==> src/rtl/sram_pkg.sv <==
// Shared types and constants for the MEM-stage SRAM controller.
package sram_pkg;

    localparam int          SRAM_DW       = 16;
    localparam int          SRAM_AW       = 18;
    localparam logic [31:0] BASE_ADDR_DEF = 32'd1024;

    typedef enum logic [1:0] {
        IDLE = 2'd0,
        LOW  = 2'd1,
        HIGH = 2'd2,
        DONE = 2'd3
    } state_t;

endpackage

==> src/rtl/sram_phase_counter.sv <==
// Per-phase hold counter; tc marks the last cycle of a halfword phase.
module sram_phase_counter #(
    parameter int ACCESS_CYCLES = 2
) (
    input  logic       clk,
    input  logic       rst,
    input  logic       clr,
    input  logic       ld,
    input  logic [3:0] ld_val,
    input  logic       en,
    output logic       tc
);

    logic [3:0] cnt;

    always_ff @(posedge clk or negedge rst) begin
        if (!rst)      cnt <= '0;
        else if (clr)  cnt <= '0;
        else if (ld)   cnt <= ld_val;
        else if (en)   cnt <= cnt + 4'd1;
    end

    assign tc = (cnt == 4'(ACCESS_CYCLES - 1));

endmodule

==> src/rtl/sram_mem_controller.sv <==
// Splits 32-bit MEM-stage loads/stores into two halfword phases on a 16-bit
// asynchronous SRAM, holding the pipeline frozen via ready until done.
module sram_mem_controller
    import sram_pkg::*;
#(
    parameter logic [31:0] BASE_ADDR     = BASE_ADDR_DEF,
    parameter int          ACCESS_CYCLES = 2,
    parameter int          SRAM_AW       = sram_pkg::SRAM_AW
) (
    input  logic               clk,
    input  logic               rst,
    input  logic               rd_en,
    input  logic               wr_en,
    input  logic [31:0]        address,
    input  logic [31:0]        write_data,
    output logic [31:0]        read_data,
    output logic               ready,
    output logic [SRAM_AW-1:0] sram_addr,
    output logic [SRAM_DW-1:0] sram_dq_out,
    output logic               sram_dq_oe,
    input  logic [SRAM_DW-1:0] sram_dq_in,
    output logic               sram_we_n,
    output logic               sram_oe_n,
    output logic               sram_ce_n,
    output logic               sram_ub_n,
    output logic               sram_lb_n
);

    state_t             state_q, state_d;
    logic               op_wr_q;
    logic [SRAM_AW-2:0] word_q;
    logic [31:0]        wdata_q;
    logic [31:0]        offs;
    logic               start, cnt_clr, cnt_en, tc;
    logic               active, phase_hi;
    logic               unused_offs;

    assign offs        = address - BASE_ADDR;
    assign unused_offs = ^{offs[31:SRAM_AW+1], offs[1:0]};

    sram_phase_counter #(.ACCESS_CYCLES(ACCESS_CYCLES)) u_cnt (
        .clk    (clk),
        .rst    (rst),
        .clr    (cnt_clr),
        .ld     (start),
        .ld_val (4'd0),
        .en     (cnt_en),
        .tc     (tc)
    );

    always_ff @(posedge clk or negedge rst) begin
        if (!rst) begin
            state_q   <= IDLE;
            op_wr_q   <= 1'b0;
            word_q    <= '0;
            wdata_q   <= '0;
            read_data <= '0;
        end else begin
            state_q <= state_d;
            if (start) begin
                op_wr_q <= wr_en;
                word_q  <= offs[SRAM_AW:2];
                wdata_q <= write_data;
            end
            // Read data is sampled on the last cycle of each phase
            if (state_q == LOW && tc && !op_wr_q)  read_data[15:0]  <= sram_dq_in;
            if (state_q == HIGH && tc && !op_wr_q) read_data[31:16] <= sram_dq_in;
        end
    end

    always_comb begin
        state_d = state_q;
        start   = 1'b0;
        cnt_clr = 1'b0;
        cnt_en  = 1'b0;
        case (state_q)
            IDLE: if (rd_en || wr_en) begin
                start   = 1'b1;
                state_d = LOW;
            end
            LOW: begin
                cnt_en = 1'b1;
                if (tc) begin
                    cnt_clr = 1'b1;
                    state_d = HIGH;
                end
            end
            HIGH: begin
                cnt_en = 1'b1;
                if (tc) begin
                    cnt_clr = 1'b1;
                    state_d = DONE;
                end
            end
            default: state_d = IDLE;
        endcase
    end

    assign active   = (state_q == LOW) || (state_q == HIGH);
    assign phase_hi = (state_q == HIGH);

    always_comb begin
        sram_addr   = '0;
        sram_dq_out = '0;
        sram_dq_oe  = 1'b0;
        sram_we_n   = 1'b1;
        sram_oe_n   = 1'b1;
        if (active) begin
            sram_addr = {word_q, phase_hi};
            if (op_wr_q) begin
                sram_dq_out = phase_hi ? wdata_q[31:16] : wdata_q[15:0];
                sram_dq_oe  = 1'b1;
                sram_we_n   = 1'b0;
            end else begin
                sram_oe_n = 1'b0;
            end
        end
    end

    // Chip selects follow reset directly so the pads float while held in reset
    assign sram_ce_n = ~rst;
    assign sram_ub_n = ~rst;
    assign sram_lb_n = ~rst;

    assign ready = ~rst | ~(rd_en | wr_en) | (state_q == DONE);

endmodule
==> config.mk <==
export PLATFORM = sky130hd
export DESIGN_NAME = sram_mem_controller
export DESIGN_NICKNAME = d
export VERILOG_FILES = /design/src/rtl/sram_pkg.sv /design/src/rtl/sram_phase_counter.sv /design/src/rtl/sram_mem_controller.sv
export SDC_FILE = /design/constraint.sdc
export NUM_CORES = 1
export LEC_CHECK = 0
export ABC_CLOCK_PERIOD_IN_PS = 4080
export BUFFER_PORTS_ARGS = -buffer_cell sky130_fd_sc_hd__buf_2
export CORE_UTILIZATION = 52
export CTS_CLUSTER_DIAMETER = 80
export DETAILED_ROUTE_END_ITERATION = 7
export GPL_ROUTABILITY_DRIVEN = 0
export PLACE_DENSITY = 0.85
export SLEW_MARGIN = 15
export SYNTH_ARGS = -nofsm -noshare
export SYNTH_HDL_FRONTEND = slang
export SYNTH_SLANG_ARGS = --single-unit
==> constraint.sdc <==
create_clock -name clk -period 4.08 [get_ports clk]
set_input_delay 1.224 -clock clk [delete_from_list [all_inputs] [get_ports clk]]
set_output_delay 1.224 -clock clk [all_outputs]
set_load 0.01 [all_outputs]
==> impl_metrics.py <==
metrics = {
    "outcome": {
        "status": "finished clean",
    },
    "job": {
        "cap_violations": 0,
    },
    "power_and_ir_drop": {
        "powerDensity_nw_per_um2": 807,
        "ir_worst_vdd_mv": 0.342,
        "power.share.switching_pct": 37.9,
        "p_sw_mw": 1.51,
        "leakagePower_nw": 2.60,
        "p_int_mw": 2.48,
        "combPwrFrac_pct": 45.8,
        "seqPwrFrac_pct": 38.2,
        "p_clk_share_pct": 16.1,
    },
    "cells_and_area": {
        "final_cell_mix": "buf_2, nand2_1, dfrtp_1",
        "instances_no_fill": 628,
        "drive_gt1_share_pct": 37.4,
        "finalNetCount": 615,
        "area_growth_pct": 25.3,
        "antenna_cells": 0,
        "final_common_cell": "buf_2",
        "layout.core_utilization_pct": 67.9,
    },
    "global_routing": {
        "grt_max_degree": 88,
        "grtUsageTotal_pct": 21.7,
        "grt_first_pass_wirelength_um": 13200,
        "antenna_found_initial": 0,
        "first_global_vias": 3074,
        "gr-total-overflow": 0,
    },
    "detailed_routing": {
        "firstDrtPassIters": 4,
        "drc_errors": 0,
        "ant_nets": 0,
        "wl_per_cell_um": 13.4,
        "drtIter0Drc": 112,
        "routed_via_density": 5.00,
        "vias": 3139,
        "drt-total-wl_um": 8380,
    },
    "placement": {
        "dpl.cell_count": 612,
        "port_buffers": 141,
        "dp_hpwl_um": 5840,
    },
    "die": {
        "start_util_pct": 54.2,
        "die_area_um2": 7950,
        "die_h_um": 89.1,
        "fp.dieW_um": 89.1,
        "core_um2": 7290,
        "ios": 157,
        "rows": 31,
    },
    "sta": {
        "slew_headroom_pct": 36.6,
        "worstMarginPinSlew_ns": 0.951,
        "fin_worst_skew_ns": 0.00633,
        "rsz0062_at_grt": "false",
        "hold_violations": 0,
        "fin_tns_setup_ns": 0,
        "setup_viol": 0,
        "fin_crit_sh_pct": 83.7,
        "max_freq_mhz": 293,
        "finalMaxSlewViolations": 0,
        "fin_crit_ns": 3.41,
    },
    "logic_synthesis": {
        "yosysWarnings": 0,
        "synth_enable_flop_cells": 0,
        "syn-num-nets": 480,
        "ys_seq_area_share_pct": 55.8,
        "synth_ff_type": "dfrtp_1",
        "synthAdderAreaFrac_pct": 2.22,
        "synth-simple-area-share_pct": 21.4,
        "ys_types": 30,
        "syn_avg_cell_area_um2": 10.2,
        "synthArstFlopShare_pct": 100,
        "synth_top_family_by_area": "simple AND/OR/NAND/NOR gates",
        "synth_compound_area_share_pct": 3.49,
        "synthCells": 389,
        "synthMuxAreaShare_pct": 13.5,
        "synthXorXnorAreaFrac_pct": 0.665,
        "syn_area_um2": 3950,
        "ys_ff_latch": 88,
    },
    "clock_tree": {
        "cts.reportedPaths.clkPinSlew_ns": 0.08,
        "cts_tree": "yes",
        "cts_inserted_buffers": 9,
        "clk_latency_ns": 0.34,
        "cts_buffer_depth": 2,
        "postCtsSetupBuffers": 0,
        "numClockSinks": 88,
        "root_buffer": "clkbuf_8",
        "cts_hold_buf": 0,
        "post_cts_resize_count": 0,
        "h-tree-depth": 3,
    },
    "setup_path": {
        "critPathRequiredTime_ns": 2.86,
        "critPathLaunchType": "flip-flop",
        "r2r_slack_ns": 2.12,
        "cp-end-kind": "primary output",
        "endpoint": "sram_dq_out[14]",
        "reg2regPathDepth": 5,
        "r2r-end": "word_q[15]$_DFFE_PN0P_",
        "critical_path_arrival_ns": 2.19,
        "r2r_start": "state_q[0]$_DFFE_PN0P_",
        "crit_fanout": 26,
        "setup.worst_path.class": "reg -> out",
        "setup.worst_path.start": "state_q[0]$_DFFE_PN0P_",
    },
    "worst_hold_path": {
        "hold_class": "reg -> reg",
    },
}
[layer usage]
metal	track usage [%]	wire, um
met5	0	0
met3	4.80	565
met2	40.1	4110
met4	6.78	108
met1	25.0	3600
[critical path, cell delays in order, from the launching register on]
cell	delay, ns
dfrtp_1	0.38
inv_1	0.09
ha_1	0.73
nand2_1	0.10
buf_4	0.23
nor2_1	0.16
buf_2	0.15
[logic make-up (layout without fill, tap and decap cells)]
| logic type | Yosys count | count (layout) |
|---|---|---|
| adder cells (fa/ha/maj) | 7 | 7 |
| AND/OR/NAND/NOR | 192 | 192 |
| multiplexers | 49 | 49 |
| buffers and inverters | 28 | 168 |
| XOR/XNOR | 3 | 3 |
| AO/OA/AOI/OAI | 22 | 22 |
| flip-flops | 88 | 88 |
[cells in the mapped netlist, types with 3 or more instances]
library cell  instances  area, um2
a31oi_1               5       31.3
and2_1               17        106
buf_2                 4       20.0
clkbuf_1             15       56.3
dfrtp_1              88       2200
ha_1                  7       87.6
inv_1                 7       26.3
mux2_2               33        372
mux2i_1              16        160
nand2_1             130        488
nor2_1               26       97.6
nor3b_1               4       30.0
o21a_1                4       30.0
o21ai_0               6       30.0
o31ai_1               3       22.5
or3_1                 5       31.3
[flip-flops by register name (all words and copies together), names as in the netlist]
register   cells
read_data     32
word_q        17
state_q        2
u_cnt.cnt      4
op_wr_q        1
wdata_q       32
[power groups by stage]
stage	Clock, mW	Sequential, mW	Combinational, mW
final	0.641	1.52	1.83
after global routing	0.687	1.57	2.05
after CTS	0.657	1.52	1.85
after detailed placement	0	1.54	1.84
after global placement	0	1.50	1.79
after floorplan	0	1.58	1.13
[worst min-delay path by stage]
stage | from | to | depth (start not counted) | slack (ns)
5_1_grt | wdata_q[0]$_DFFE_PN0P_ | wdata_q[0]$_DFFE_PN0P_ | 2 | 0.50
3_3_place_gp | word_q[3]$_DFFE_PN0P_ | word_q[3]$_DFFE_PN0P_ | 2 | 0.45
4_1_cts | word_q[1]$_DFFE_PN0P_ | word_q[1]$_DFFE_PN0P_ | 2 | 0.48
2_1_floorplan | word_q[0]$_DFFE_PN0P_ | word_q[0]$_DFFE_PN0P_ | 2 | 0.44
3_5_place_dp | word_q[5]$_DFFE_PN0P_ | word_q[5]$_DFFE_PN0P_ | 2 | 0.46
6_report | word_q[0]$_DFFE_PN0P_ | word_q[0]$_DFFE_PN0P_ | 2 | 0.48
[per-stage QoR]
| stage | worst slack [ns] | total power [mW] | hold slack [ns] | cell area [um2] |
|---|---|---|---|---|
| 6_report | 0.666 | 3.99 | 0.477 | 4950 |
| 3_5_place_dp | 0.898 | 3.38 | 0.459 | 4730 |
| 4_1_cts | 0.652 | 4.03 | 0.480 | 4950 |
| 5_1_grt | 0.487 | 4.31 | 0.500 | 4950 |
| 3_3_place_gp | 0.978 | 3.29 | 0.450 | 4730 |
| 2_1_floorplan | 1.14 | 2.70 | 0.438 | 3950 |
[final cells by class]
| class | instances | area (um2) |
|---|---|---|
| fill | 590 | 2340 |
| tap | 99 | 124 |
| clock buffer | 13 | 149 |
| multi-input combinational | 273 | 1640 |
| sequential | 88 | 2200 |
| clock inverter | 3 | 65.1 |
| timing repair buffer | 145 | 742 |
| inverter | 7 | 26.3 |
Power figures use the tool's default switching activity.
